**src/rtl/p2s_sda_tx.sv**
```systemverilog
// p2s_sda_tx: shifts a 4-bit word out MSB first as a start / data / stop frame on scl and sda.
// Define P2S_TXBUF_EN to add a one-entry holding buffer so frames can run back to back.
module p2s_sda_tx #(
   parameter int HALF = 4
) (
   input  logic       clk,
   input  logic       rst,
   input  logic [3:0] data,
   input  logic       req,
   output logic       rdy,
   output logic       scl,
   output logic       sda,
   output logic       busy,
   output logic       done
);

   typedef enum logic [2:0] {
      IDLE,
      START,
      BITLO,
      BITHI,
      STOPLO,
      STOPHI,
      RELEASE
   } state_t;

   localparam logic [7:0] PHASE_LAST = 8'(HALF - 1);

   state_t     state_q, state_d;
   logic [7:0] phase_q, phase_d;
   logic [1:0] bitIdx_q, bitIdx_d;
   logic [3:0] word_q, word_d;
   logic       scl_q, scl_d;
   logic       sda_q, sda_d;
   logic       phaseEnd;
   logic       frameEnd;
   logic       accept;
   logic       loadBuf;

`ifdef P2S_TXBUF_EN
   logic [3:0] hold_q, hold_d;
   logic       holdFull_q, holdFull_d;
`endif

   assign phaseEnd = (phase_q == PHASE_LAST);
   assign frameEnd = (state_q == RELEASE) && phaseEnd;
   assign accept   = req && rdy;
   assign busy     = (state_q != IDLE);
   assign done     = frameEnd;
   assign scl      = scl_q;
   assign sda      = sda_q;

`ifdef P2S_TXBUF_EN
   assign rdy     = !holdFull_q;
   // A parked word launches out of RELEASE, or from IDLE when it was taken on the done cycle.
   assign loadBuf = holdFull_q && (frameEnd || (state_q == IDLE));
`else
   assign rdy     = !busy;
   assign loadBuf = 1'b0;
`endif

   always_ff @(posedge clk) begin
      if (rst) begin
         state_q  <= IDLE;
         phase_q  <= '0;
         bitIdx_q <= 2'd3;
         word_q   <= '0;
         scl_q    <= 1'b1;
         sda_q    <= 1'b1;
`ifdef P2S_TXBUF_EN
         hold_q     <= '0;
         holdFull_q <= 1'b0;
`endif
      end else begin
         state_q  <= state_d;
         phase_q  <= phase_d;
         bitIdx_q <= bitIdx_d;
         word_q   <= word_d;
         scl_q    <= scl_d;
         sda_q    <= sda_d;
`ifdef P2S_TXBUF_EN
         hold_q     <= hold_d;
         holdFull_q <= holdFull_d;
`endif
      end
   end

   always_comb begin
      state_d = state_q;
      unique case (state_q)
         IDLE:    if (loadBuf || accept) state_d = START;
         START:   if (phaseEnd) state_d = BITLO;
         BITLO:   if (phaseEnd) state_d = BITHI;
         BITHI:   if (phaseEnd) state_d = (bitIdx_q == 2'd0) ? STOPLO : BITLO;
         STOPLO:  if (phaseEnd) state_d = STOPHI;
         STOPHI:  if (phaseEnd) state_d = RELEASE;
         RELEASE: if (phaseEnd) state_d = loadBuf ? START : IDLE;
         default: state_d = IDLE;
      endcase
   end

   // Phase timer, bit pointer, and the word being shifted (plus the parked word when buffered).
   always_comb begin
      phase_d  = phase_q + 8'd1;
      bitIdx_d = bitIdx_q;
      word_d   = word_q;
      if ((state_d != state_q) || (state_q == IDLE)) begin
         phase_d = '0;
      end
      if ((state_q == BITHI) && (state_d == BITLO)) begin
         bitIdx_d = bitIdx_q - 2'd1;
      end else if ((state_d == START) || (state_d == IDLE)) begin
         bitIdx_d = 2'd3;
      end
`ifdef P2S_TXBUF_EN
      hold_d     = hold_q;
      holdFull_d = holdFull_q;
      if (loadBuf) begin
         word_d     = hold_q;
         holdFull_d = 1'b0;
      end else if (accept && (state_q == IDLE)) begin
         word_d = data;
      end
      if (accept && (state_q != IDLE)) begin
         hold_d     = data;
         holdFull_d = 1'b1;
      end
`else
      if (accept && (state_q == IDLE)) begin
         word_d = data;
      end
`endif
   end

   // Line levels are decoded from the upcoming state so the registered pins track the FSM exactly.
   always_comb begin
      scl_d = 1'b1;
      sda_d = 1'b1;
      unique case (state_d)
         IDLE:    begin scl_d = 1'b1; sda_d = 1'b1; end
         START:   begin scl_d = 1'b1; sda_d = 1'b0; end
         BITLO:   begin scl_d = 1'b0; sda_d = word_d[bitIdx_d]; end
         BITHI:   begin scl_d = 1'b1; sda_d = word_d[bitIdx_d]; end
         STOPLO:  begin scl_d = 1'b0; sda_d = 1'b0; end
         STOPHI:  begin scl_d = 1'b1; sda_d = 1'b0; end
         RELEASE: begin scl_d = 1'b1; sda_d = 1'b1; end
         default: begin scl_d = 1'b1; sda_d = 1'b1; end
      endcase
   end

endmodule

```
**config.mk**
```make
export PLATFORM = sky130hd
export DESIGN_NAME = p2s_sda_tx
export DESIGN_NICKNAME = d
export VERILOG_FILES = /design/src/rtl/p2s_sda_tx.sv
export SDC_FILE = /design/constraint.sdc
export NUM_CORES = 1
export LEC_CHECK = 0
export BUFFER_PORTS_ARGS = -buffer_cell sky130_fd_sc_hd__buf_2
export CORE_MARGIN = 3
export CORE_UTILIZATION = 55
export CTS_CLUSTER_DIAMETER = 100
export DETAILED_ROUTE_END_ITERATION = 16
export GPL_TIMING_DRIVEN = 1
export HOLD_SLACK_MARGIN = 0.05
export PLACE_DENSITY = 0.78
export SYNTH_ARGS = -nofsm -noshare
export SYNTH_HDL_FRONTEND = slang
export SYNTH_SLANG_ARGS = --single-unit
```
**constraint.sdc**
```tcl
create_clock -name clk -period 2.3 [get_ports clk]
set_input_delay 0.345 -clock clk [delete_from_list [all_inputs] [get_ports clk]]
set_output_delay 0.345 -clock clk [all_outputs]
set_load 0.03 [all_outputs]
```
* After elaboration in Yosys (flattened, before gate mapping)
Index checks and enable logic that the tools add are counted.
** Word-level totals
- Flip-flop bits (word level) :: 19
- Input port bits :: 7
- Output and inout bits :: 5
- Word-level logic and storage cells :: 53
** Operators by class
- $add $sub $neg :: 2
- Order comparisons :: 1
- Equality and inequality tests :: 13
- Mux-type cells :: 16
- Reductions and logical operators :: 15
** Operators by type and width (count)
- $mux 3 :: 8
- $pmux 3 s7 :: 1
- $eq 3x3->1 const B :: 5
- $eq 3x2->1 const B :: 4
- $add 8x1->8 const B :: 1
- $eq 8x2->1 const B :: 1
- $eq 3x1->1 const B :: 2
- $logic_not 3->1 :: 2
- $reduce_or 2->1 :: 3
- $logic_and 1x1->1 :: 4
- $mux 2 :: 2
- $mux 4 :: 1
- $lt 2x3->1 const B :: 1
- $ne 3x3->1 :: 1
- $reduce_bool 3->1 :: 1
- $reduce_or 3->1 :: 1
- $bmux 1 s2 :: 1
- $logic_not 2->1 :: 1
- $logic_or 1x1->1 :: 2
- $mux 1 :: 2
- $pmux 1 s2 :: 1
- $sub 2x1->2 const B :: 1
- $logic_not 1->1 :: 1

* Logic depth before layout (Yosys ltp)
Gate-level depths: netlist of the first run.
- Depth in word-level cells :: 12
- Mapped depth :: 8

* Worst setup path before layout of the first run
Ideal clock, no wire load.
- Path type :: reg2reg
- Start :: register phase_q[0]
- End :: register sda_q (netlist: sda)
- Arrival :: 2.046 ns
- Path slack :: 0.173 ns
- Cell stages (with the launch flop) :: 9
- Path buffers :: 1
- Clock period less this slack :: 2.127 ns
- Cell sequence :: dfxtp_1 > ha_1 > clkbuf_1 > nor4bb_1 > a31oi_1 > a2111oi_4 > mux2i_1 > nand2_1 > a41oi_1
** On the way
- Longest elaborated chain between the ends :: 10
** Ends and longest elaborated chain
- from (decl) :: line 30 : logic [7:0] phase_q, phase_d;
- from (signal assigned) :: line 76 : phase_q <= phase_d;
- $eq 8x2->1 * :: line 45 : assign phaseEnd = (phase_q == PHASE_LAST);
- $mux 3 (tied with other cells) :: line 97 : RELEASE: if (phaseEnd) state_d = loadBuf ? START : IDLE;
- $pmux 3 s7 * :: line 90 : unique case (state_q)
- $eq 3x1->1 / $logic_not 3->1 (equally long branches) :: line 112, 139
- $logic_or 1x1->1 :: line 112 : end else if ((state_d == START) || (state_d == IDLE)) begin
- $mux 2 :: line 112
- $mux 2 :: line 110 : if ((state_q == BITHI) && (state_d == BITLO)) begin
- $bmux 1 s2 :: line 142, 143
- $mux 1 (implied by the code) :: line 142, 143
- $pmux 1 s2 * :: line 139 : unique case (state_d)
- to (signal assigned) :: line 69 : sda_q <= 1'b1;
- to (signal assigned) :: line 80 : sda_q <= sda_d;
- to (decl) :: line 34 : logic sda_q, sda_d;
Mark *: on every way between the ends. The rest lies on a longest branch, timed or not. The select of a mux whose other input is x is not followed.
A chain may end at the register's enable or synchronous reset.

* Final worst setup path of the first run
- Start :: register phase_q[7]
- End :: register sda_q (netlist: sda)
The elaborated chain is that of the path after synthesis.

==> impl_metrics.yaml, run 1 <==
logic_synthesis:
  ys_seq_elements: 19
  synth_largest_area_cell: "sky130_fd_sc_hd__dfxtp_1"
  synth_cells: 118
  syn-cell-area_um2: 1003
  netlist.area_leader.share_pct: 37.91
  async_reset_ff_share_pct: 0
  average_instance_area_after_synthesis_um2: 8.504
  synth_fp_nets: 127
  synth_flop_cell: "sky130_fd_sc_hd__dfxtp_1"
  synth_edf_count: 0
  synth_cell_type_count: 40
  synth.most_common_cell: "sky130_fd_sc_hd__nor2_1"
  yosys_warnings: 0
  yosys-top-cells-count: "21 x sky130_fd_sc_hd__nor2_1, 19 x sky130_fd_sc_hd__dfxtp_1, 7 x sky130_fd_sc_hd__nand3_1"
  area_contributors_post_synth: "sky130_fd_sc_hd__dfxtp_1 38%, sky130_fd_sc_hd__nor2_1 7.9%, sky130_fd_sc_hd__xor2_1 4.4%"
  ys_seq_area_share_pct: 37.91
power:
  pwr-share-seq_pct: 60.3
  power_frac_clock_pct: 29.8
  pwr_density_cell_nw_per_um2: 495.8
  static-leakage-power_nw: 0.4667
  power.switching_uw: 140.4
  switching_share_pct: 24.68
  combinationalPowerShare_pct: 9.9
  p_total_uw: 568.8
  internal-power_uw: 428.4
  max-vdd-ir-drop_mv: 0.3060
timing:
  fin_setup_tns_ns: 0
  worst_slew_slack_as_a_fraction_of_its_limit_pct: 74.22
  fmax_mhz: 467.4
  min_period_over_period_pct: 93.03
  postLayoutSetupSlackWorst_ns: 0.1603
  finalSetupViolCount: 0
  rsz0062_at_grt: "false"
  finalHoldWorstSlack_ns: 0.3025
  tightestPinTransition_ns: 0.3834
  layout_min_cycle_time_ns: 2.140
  timing.clock.skew_ns: 0.008113
  hold_viol_final: 0
  report.final.slew_viol_count: 0
floorplan:
  fp.dieArea_um2: 2373
  ioPinCount: 12
  core_area_um2: 1612
  die_height_um: 48.72
  floorplan.rows: 14
  initial_utilization_pct: 62.27
  die_w_um: 48.72
critical_path:
  start_kind: "flop"
  cell_with_the_largest_stage_delay_on_the_worst_path: "sky130_fd_sc_hd__or4_4"
  crit_fanout: 3
  timing.critical_path.arrival_ns: 2.37
  crit_family: "compound AO/OA/AOI/OAI gates"
  number_of_buffer_and_inverter_stages_on_the_critical_path: 0
  worstPathCellList: "or4_4, o211a_1, a2111oi_4, mux2i_1, nand2_1, a41oi_1"
  critical_path.endpoint_type: "flop"
  worst-setup-path-type: "flop to flop"
  critical_path.max_stage_delay_ns: 0.55
  crit_required_ns: 2.53
global_route:
  grt_pass1_wl_um: 3636
  globalRouteTotalUtil_pct: 18.61
  maximum_number_of_pins_on_one_net_before_global_route_repair: 14
  gr-total-overflow: 0
  antenna_violations_before_repair: 0
  grt_pass1_vias: 889
place:
  place.port_buffers: 11
  gp_congestion: 0.8374
  post-place-ws_ns: 0.09433
  place.detailed.instances: 152
  hpwl_um: 1523
  placed_cell_area_um2: 1101
clock_network:
  clock_insertion_delay_worst_skew_ns: 0.30
  numClockSinks: 19
  htreeDepth: 1
  clock-root-buffer: "sky130_fd_sc_hd__clkbuf_4"
  cts_hold_repair.buffers: 0
  tritoncts_clock_tree: "yes"
  cts_max_path_buffers: 2
  clk_pin_slew_ns: 0.11
  number_of_buffers_created_by_cts: 3
final_layout:
  syn_to_final_growth_pct: 14.34
  diodes: 0
  fillerInstances: 136
  final_standard_cell_utilization_of_the_core_pct: 71.20
  layout.cells.non_filler: 156
  drive_gt1_share_pct: 20.45
  finalNetCount: 142
  postLayoutCellArea_um2: 1147
flow_run:
  maxCapViolations: 0
drt:
  ant_nets: 0
  routedWlPerCell_um: 12.62
  viasPerCell: 5.718
  route.vias.total: 892
  detail_route.drc_violations: 0
  routed_wl_um: 1968
  detailed_router_iteration_count_before_antenna_repair: 4
  initialDrtViolationCount: 19
hold_path:
  timing.hold.worst.class: "input port to flop"
status:
  status: "complete, no violations"
==> worst register-to-register path, stage by stage (launching register included) <==
cell and delay (ns):
sky130_fd_sc_hd__dfxtp_1 0.35, sky130_fd_sc_hd__or4_4 0.55, sky130_fd_sc_hd__o211a_1 0.26, sky130_fd_sc_hd__a2111oi_4 0.40, sky130_fd_sc_hd__mux2i_1 0.23, sky130_fd_sc_hd__nand2_1 0.07, sky130_fd_sc_hd__a41oi_1 0.21
==> cell families after synthesis <==
| group | Yosys count | synth area share [%] |
|---|---|---|
| AOI/OAI and AO/OA | 24 | 18.33 |
| xor gates and xnor gates | 6 | 5.237 |
| adders and majority gates | 2 | 2.493 |
| buffers and inverters | 12 | 4.738 |
| DFF | 19 | 37.90 |
| muxes | 5 | 5.112 |
| and+or+nand+nor | 50 | 26.19 |
==> layer usage <==
metal / global-route usage, % / routed length (um)
met1: 24.81 / 949
met4: 6.635 / 11
met2: 30.09 / 851
met3: 3.067 / 155
met5: 0 / 0
==> flip-flops by register name, summed over array words and instances (netlist names) <==
name,count
bitIdx_q,2
phase_q,8
scl,1
sda,1
state_q,3
word_q,4
==> cell type report <==
type / count / area [um^2] / share of cell area (%)
Inverter: 6 / 22.52 / 1.963
Clock buffer: 4 / 26.28 / 2.290
Multi-Input combinational cell: 87 / 595.6 / 51.91
Tap cell: 24 / 30.03 / 2.617
Sequential cell: 19 / 380.4 / 33.15
Timing Repair Buffer: 16 / 92.59 / 8.070
==> cell usage in the layout, fill, tap and decap left out, types with 2 or more instances in the layout <==
cell,netlist,routed
sky130_fd_sc_hd__buf_4,0,5
sky130_fd_sc_hd__a21oi_1,5,5
sky130_fd_sc_hd__mux2i_1,4,4
sky130_fd_sc_hd__buf_2,2,11
sky130_fd_sc_hd__inv_1,6,6
sky130_fd_sc_hd__clkbuf_4,0,3
sky130_fd_sc_hd__nor3_1,2,2
sky130_fd_sc_hd__xor2_1,5,5
sky130_fd_sc_hd__and3_1,2,2
sky130_fd_sc_hd__dfxtp_1,19,19
sky130_fd_sc_hd__nand2_1,6,6
sky130_fd_sc_hd__ha_1,2,2
sky130_fd_sc_hd__o21ai_0,3,3
sky130_fd_sc_hd__a31oi_1,5,5
sky130_fd_sc_hd__nand3_1,7,7
sky130_fd_sc_hd__nor2_1,21,21
==> path summary, 6_finish.rpt <==
check | slack, ns | cells past startpoint | to | from
worst min-delay path | 0.30 | 3 | word_q[0]$_SDFF_PP0_ | data[0]
worst min register to register | 0.50 | 1 | phase_q[0]$_SDFF_PP0_ | phase_q[0]$_SDFF_PP0_
worst max-delay path | 0.16 | 6 | sda$_SDFF_PP1_ | phase_q[7]$_SDFF_PP0_
worst max register to register | 0.16 | 6 | sda$_SDFF_PP1_ | phase_q[7]$_SDFF_PP0_
==> power by group through the flow <==
stage	clock, mW	combinational, mW	sequential (mW)
after floorplan	0	0.0412	0.350
after global placement	0	0.0546	0.350
after detailed placement	0	0.0557	0.351
after CTS	0.169	0.0560	0.343
after global routing	0.185	0.0628	0.344
final	0.170	0.0560	0.343
==> what timing repair did <==
item / 4_1_cts / 5_1_grt
setup endpoints to repair: 0 / 1
gates resized for setup: 0 / 3
setup buffers: 0 / 0
No activity file was read; power rests on OpenSTA's default activity.
==> inputs of run 2 (changes only) <==
- CAP_MARGIN: default -> 20
- CORE_UTILIZATION: 55 -> 45
- PLACE_DENSITY: 0.78 -> 0.66
==> run 2 against run 1 <==
Compared with the run above:
- clock power increased by 8%
- core utilization decreased by 15 points
- maximum frequency increased by 1.8%
- worst hold slack got worse by 0.023 ns
- worst setup slack improved by 0.037 ns
- largest power group unchanged
- final cell count increased by 1.3%
- register-to-register slack improved by 0.06 ns
- non-clock buffer count decreased by 1
- critical endpoint is now done
- total power increased by 3.0%
==> impl_metrics.yaml, run 2 (same netlist as run 1, synthesis figures left out) <==
clock_network:
  cts_max_path_buffers: 2
  clk_pin_slew_ns: 0.12
  number_of_buffers_created_by_cts: 3
  tritoncts_clock_tree: "yes"
  post_cts_buffers: 0
  post_cts_resize_count: 0
  numClockSinks: 19
  cts_hold_repair.buffers: 0
  htreeDepth: 1
  clock_insertion_delay_worst_skew_ns: 0.31
  clock-root-buffer: "sky130_fd_sc_hd__clkbuf_4"
place:
  hpwl_um: 1575
  post-place-ws_ns: 0.1266
  placed_cell_area_um2: 1097
  place.port_buffers: 11
  place.detailed.instances: 154
  gp_congestion: 0.9444
global_route:
  gr-total-overflow: 0
  maximum_number_of_pins_on_one_net_before_global_route_repair: 14
  antenna_violations_before_repair: 0
  globalRouteTotalUtil_pct: 17.58
  grt_pass1_wl_um: 3505
  grt_pass1_vias: 816
drt:
  routed_wl_um: 2112
  wl_met2_um: 988
  wl_met1_um: 970
  highest-signal-layer: "met4"
  ant_nets: 0
  routedWlPerCell_um: 13.37
  met3_length_um: 114
  detail_route.drc_violations: 0
  detailed_router_iteration_count_before_antenna_repair: 4
  route.vias.total: 887
  initialDrtViolationCount: 12
  viasPerCell: 5.614
timing:
  hold_viol_final: 0
  layout_min_cycle_time_ns: 2.102
  worst_slew_slack_as_a_fraction_of_its_limit_pct: 70.01
  finalHoldWorstSlack_ns: 0.2790
  tightestPinTransition_ns: 0.4477
  min_period_over_period_pct: 91.41
  fmax_mhz: 475.7
  report.final.slew_viol_count: 0
  fin_setup_tns_ns: 0
  finalSetupViolCount: 0
  postLayoutSetupSlackWorst_ns: 0.1976
  timing.clock.skew_ns: 0.001375
final_layout:
  finalNetCount: 141
  most_common_cell_after_layout_fill_and_taps_aside: "sky130_fd_sc_hd__nor2_1"
  layout.cells.non_filler: 158
  final_cell_mix: "21 x sky130_fd_sc_hd__nor2_1, 19 x sky130_fd_sc_hd__dfxtp_1, 11 x sky130_fd_sc_hd__buf_2"
  drive_gt1_share_pct: 20.61
  fillerInstances: 204
  diodes: 0
  largest_registers_ranked_by_flip_flop_count: "phase_q: 8 flops, word_q: 4 flops, state_q: 3 flops"
  postLayoutCellArea_um2: 1156
  max_flop_register: "phase_q"
  syn_to_final_growth_pct: 15.21
  max_ffs_per_register: 8
  final_standard_cell_utilization_of_the_core_pct: 56.62
power:
  pwr_density_cell_nw_per_um2: 506.9
  power_frac_clock_pct: 31.4
  max-vdd-ir-drop_mv: 0.3689
  switching_share_pct: 26.82
  pwr-share-seq_pct: 58.6
  internal-power_uw: 428.9
  p_total_uw: 586.1
  combinationalPowerShare_pct: 10.0
  static-leakage-power_nw: 0.4665
  power.switching_uw: 157.2
critical_path:
  worstSetupStartpoint: "phase_q[2]$_SDFF_PP0_"
  start_kind: "flop"
  rr_startpoint: "state_q[1]$_SDFF_PP0_"
  timing.critical_path.arrival_ns: 1.76
  worst-setup-path-type: "flop to output pin"
  crit_required_ns: 1.96
  critical_path.endpoint_type: "output pin"
  crit_fanout: 6
flow_run:
  maxCapViolations: 0
hold_path:
  min-delay-start: "data[0]"
  timing.hold.worst.class: "input port to flop"
floorplan:
  die_height_um: 53.22
  floorplan.rows: 16
  initial_utilization_pct: 49.14
  die_w_um: 53.22
  fp.dieArea_um2: 2832
  core_area_um2: 2042
  ioPinCount: 12
status:
  status: "complete, no violations"
## run 2: cell types whose count changed in the layout (fill, tap and decap cells not counted), sizes merged
cell      delta
buf          -1
clkinvlp     +1
clkbuf       -1
## run 2: worst paths after layout
path	slack, ns	endpoint	cells after the start
setup / recovery	0.20	done	5
hold / removal	0.28	word_q[0]$_SDFF_PP0_	3
setup reg to reg	0.22	sda$_SDFF_PP1_	6
hold reg to reg	0.50	phase_q[0]$_SDFF_PP0_	1
## run 2: power by group through the flow
stage                     clock (mW)  combinational, mW  sequential [mW]
after floorplan                    0             0.0412            0.350
after global placement             0             0.0569            0.350
after detailed placement           0             0.0578            0.351
after CTS                      0.190             0.0580            0.343
after global routing           0.205             0.0643            0.345
final                          0.184             0.0585            0.344
## run 2: critical path: stages, from the launching register on
cell and delay, ns:
sky130_fd_sc_hd__dfxtp_1 0.34, sky130_fd_sc_hd__buf_4 0.16, sky130_fd_sc_hd__nor4_4 0.34, sky130_fd_sc_hd__nand3_1 0.20, sky130_fd_sc_hd__nor3_1 0.19, sky130_fd_sc_hd__buf_2 0.22
## run 2: area by class of cell
| cell class | count | area, um^2 | share of cell area, % |
|---|---|---|---|
| clock buffers | 3 | 22.52 | 1.948 |
| clock inverters | 1 | 7.507 | 0.6493 |
| well taps | 27 | 33.78 | 2.922 |
| inverters | 6 | 22.52 | 1.948 |
| flip-flops and latches | 19 | 380.4 | 32.90 |
| repair buffers | 15 | 85.08 | 7.359 |
| multi-input cells | 87 | 604.3 | 52.27 |
## run 2: layer usage
layer,vias up,global-route usage (%)
met5,-,0
met4,0,10.21
met3,5,6.197
met2,24,26.53
met1,409,21.23
li1,449,-
==> inputs of run 3 (changes only) <==
- clock period: 2.3 -> 2.6 ns (I/O delays scaled with it)
==> run 3 against run 2 <==
Compared with the run above:
- clock power decreased by 19%
- final cell count decreased by 1.9%
- critical path depth increased by 2
- sequential share of layout area increased by 1.6 points
- clock-buffer cell count increased by 1
- critical endpoint is now sda$_SDFF_PP1_
- cell area decreased by 4.8%
- critical path type is now flop to flop
- clock skew increased by 0.0095 ns
- largest power group unchanged
- largest cell class unchanged
- sequential power decreased by 12%
==> impl_metrics.yaml, run 3 (same netlist as run 1, synthesis figures left out) <==
place:
  place.port_buffers: 11
  hpwl_um: 1425
  placed_cell_area_um2: 1075
  gp_congestion: 0.8573
floorplan:
  fp.dieArea_um2: 2832
  die_w_um: 53.22
  ioPinCount: 12
  floorplan.rows: 16
  initial_utilization_pct: 49.14
  die_height_um: 53.22
  core_area_um2: 2042
timing:
  fin_setup_tns_ns: 0
  fmax_mhz: 433.6
  hold_viol_final: 0
  rsz0062_at_grt: "false"
  worst_slew_slack_as_a_fraction_of_its_limit_pct: 65.22
  min_period_over_period_pct: 88.70
  tightestPinTransition_ns: 0.5175
  layout_min_cycle_time_ns: 2.306
  timing.clock.skew_ns: 0.01086
  finalSetupViolCount: 0
  report.final.slew_viol_count: 0
  finalHoldWorstSlack_ns: 0.3490
clock_network:
  cts_max_path_buffers: 2
  post_cts_resize_count: 0
  number_of_buffers_created_by_cts: 3
  clock-root-buffer: "sky130_fd_sc_hd__clkbuf_4"
  post_cts_buffers: 0
  cts_hold_repair.buffers: 0
  htreeDepth: 1
  clock_insertion_delay_worst_skew_ns: 0.29
  numClockSinks: 19
  tritoncts_clock_tree: "yes"
  clk_pin_slew_ns: 0.11
final_layout:
  diodes: 0
  max_flop_register: "phase_q"
  seqCellArea_um2: 380.4
  postLayoutCellArea_um2: 1101
  max_ffs_per_register: 8
  most_common_cell_after_layout_fill_and_taps_aside: "sky130_fd_sc_hd__nor2_1"
  final_cell_mix: "21 x sky130_fd_sc_hd__nor2_1, 19 x sky130_fd_sc_hd__dfxtp_1, 11 x sky130_fd_sc_hd__buf_2"
  drive_gt1_share_pct: 16.41
  largest_registers_ranked_by_flip_flop_count: "phase_q: 8 flops, word_q: 4 flops, state_q: 3 flops"
  fillerInstances: 195
  syn_to_final_growth_pct: 9.726
  finalNetCount: 138
  multiInputGateArea_um2: 575.6
critical_path:
  worst-setup-path-type: "flop to flop"
  critical_path.endpoint_type: "flop"
  crit_required_ns: 2.82
  timing.critical_path.arrival_ns: 2.53
  rr_startpoint: "phase_q[0]$_SDFF_PP0_"
  crit_fanout: 8
  reg2reg_slack_ns: 0.29
  worstRegToRegCells: 7
  start_kind: "flop"
  crit-reg2reg-capture: "sda$_SDFF_PP1_"
drt:
  routedWlPerCell_um: 12.06
  route.vias.total: 831
  detailed_router_iteration_count_before_antenna_repair: 4
  ant_nets: 0
  initialDrtViolationCount: 17
  viasPerCell: 5.361
  detail_route.drc_violations: 0
  routed_wl_um: 1870
power:
  p_total_uw: 501.4
  pwr_density_cell_nw_per_um2: 455.4
  static-leakage-power_nw: 0.4404
  max-vdd-ir-drop_mv: 0.3363
hold_path:
  timing.hold.worst.class: "input port to flop"
  min-delay-start: "data[0]"
  hold_end: "word_q[0]$_SDFF_PP0_"
  worst_hold_path.num_cells: 3
global_route:
  globalRouteTotalUtil_pct: 14.80
  maximum_number_of_pins_on_one_net_before_global_route_repair: 14
  grt_pass1_wl_um: 3084
  gr-total-overflow: 0
  antenna_violations_before_repair: 0
  grt_pass1_vias: 682
status:
  status: "complete, no violations"
flow_run:
  maxCapViolations: 0
run 3: cell types whose count changed in the layout (fill, tap and decap cells not counted), sizes merged:
cell      delta
buf          -3
clkbuf       +1
clkinvlp     -1
run 3: layout make-up:
cell class,count,share of cell area (%)
Sequential cell,19,34.55
Clock buffer,4,2.386
Timing Repair Buffer,12,5.682
Tap cell,27,3.068
Inverter,6,2.045
Multi-Input combinational cell,87,52.27
run 3: worst max-delay path by stage:
| stage | startpoint | cells past startpoint | slack (ns) | to |
|---|---|---|---|---|
| 2_1_floorplan | phase_q[0]$_SDFF_PP0_ | 8 | 0.47 | sda$_SDFF_PP1_ |
| 3_3_place_gp | phase_q[0]$_SDFF_PP0_ | 7 | 0.42 | sda$_SDFF_PP1_ |
| 3_5_place_dp | phase_q[0]$_SDFF_PP0_ | 7 | 0.30 | sda$_SDFF_PP1_ |
| 4_1_cts | phase_q[0]$_SDFF_PP0_ | 7 | 0.28 | sda$_SDFF_PP1_ |
| 5_1_grt | phase_q[0]$_SDFF_PP0_ | 7 | 0.05 | sda$_SDFF_PP1_ |
| 6_report | phase_q[0]$_SDFF_PP0_ | 7 | 0.29 | sda$_SDFF_PP1_ |
run 3: through the flow:
stage               setup slack [ns]  util (%)  std cells
global placement              0.4204     52.63        151
floorplan                     0.4734         -        118
detailed placement            0.3008     52.63        151
global route                 0.05421     53.92        155
CTS                           0.2822     53.92        155
finish                        0.2939     53.92        155
run 3: power by group:
part / internal, mW / switching [mW]
combinational: 0.0200 / 0.0287
sequential: 0.298 / 0.00491
clock: 0.0596 / 0.0897
run 3: per-layer routing:
| layer | vias to the layer above | wire, um | share of wire (%) | GRT usage [%] |
|---|---|---|---|---|
| met1 | 373 | 1003 | 54 | 21.51 |
| met2 | 13 | 763 | 41 | 20.61 |
| li1 | 441 | - | - | - |
| met5 | - | 0 | 0 | 0 |
| met3 | 4 | 75 | 4.0 | 3.099 |
| met4 | 0 | 27 | 1.4 | 6.383 |
run 3: critical path: stages (launching register included):
cell	delay, ns
sky130_fd_sc_hd__dfxtp_1	0.40
sky130_fd_sc_hd__ha_1	0.33
sky130_fd_sc_hd__nor4bb_1	0.42
sky130_fd_sc_hd__a31oi_1	0.20
sky130_fd_sc_hd__a2111oi_4	0.38
sky130_fd_sc_hd__mux2i_1	0.22
sky130_fd_sc_hd__nand2_1	0.07
sky130_fd_sc_hd__a41oi_1	0.22
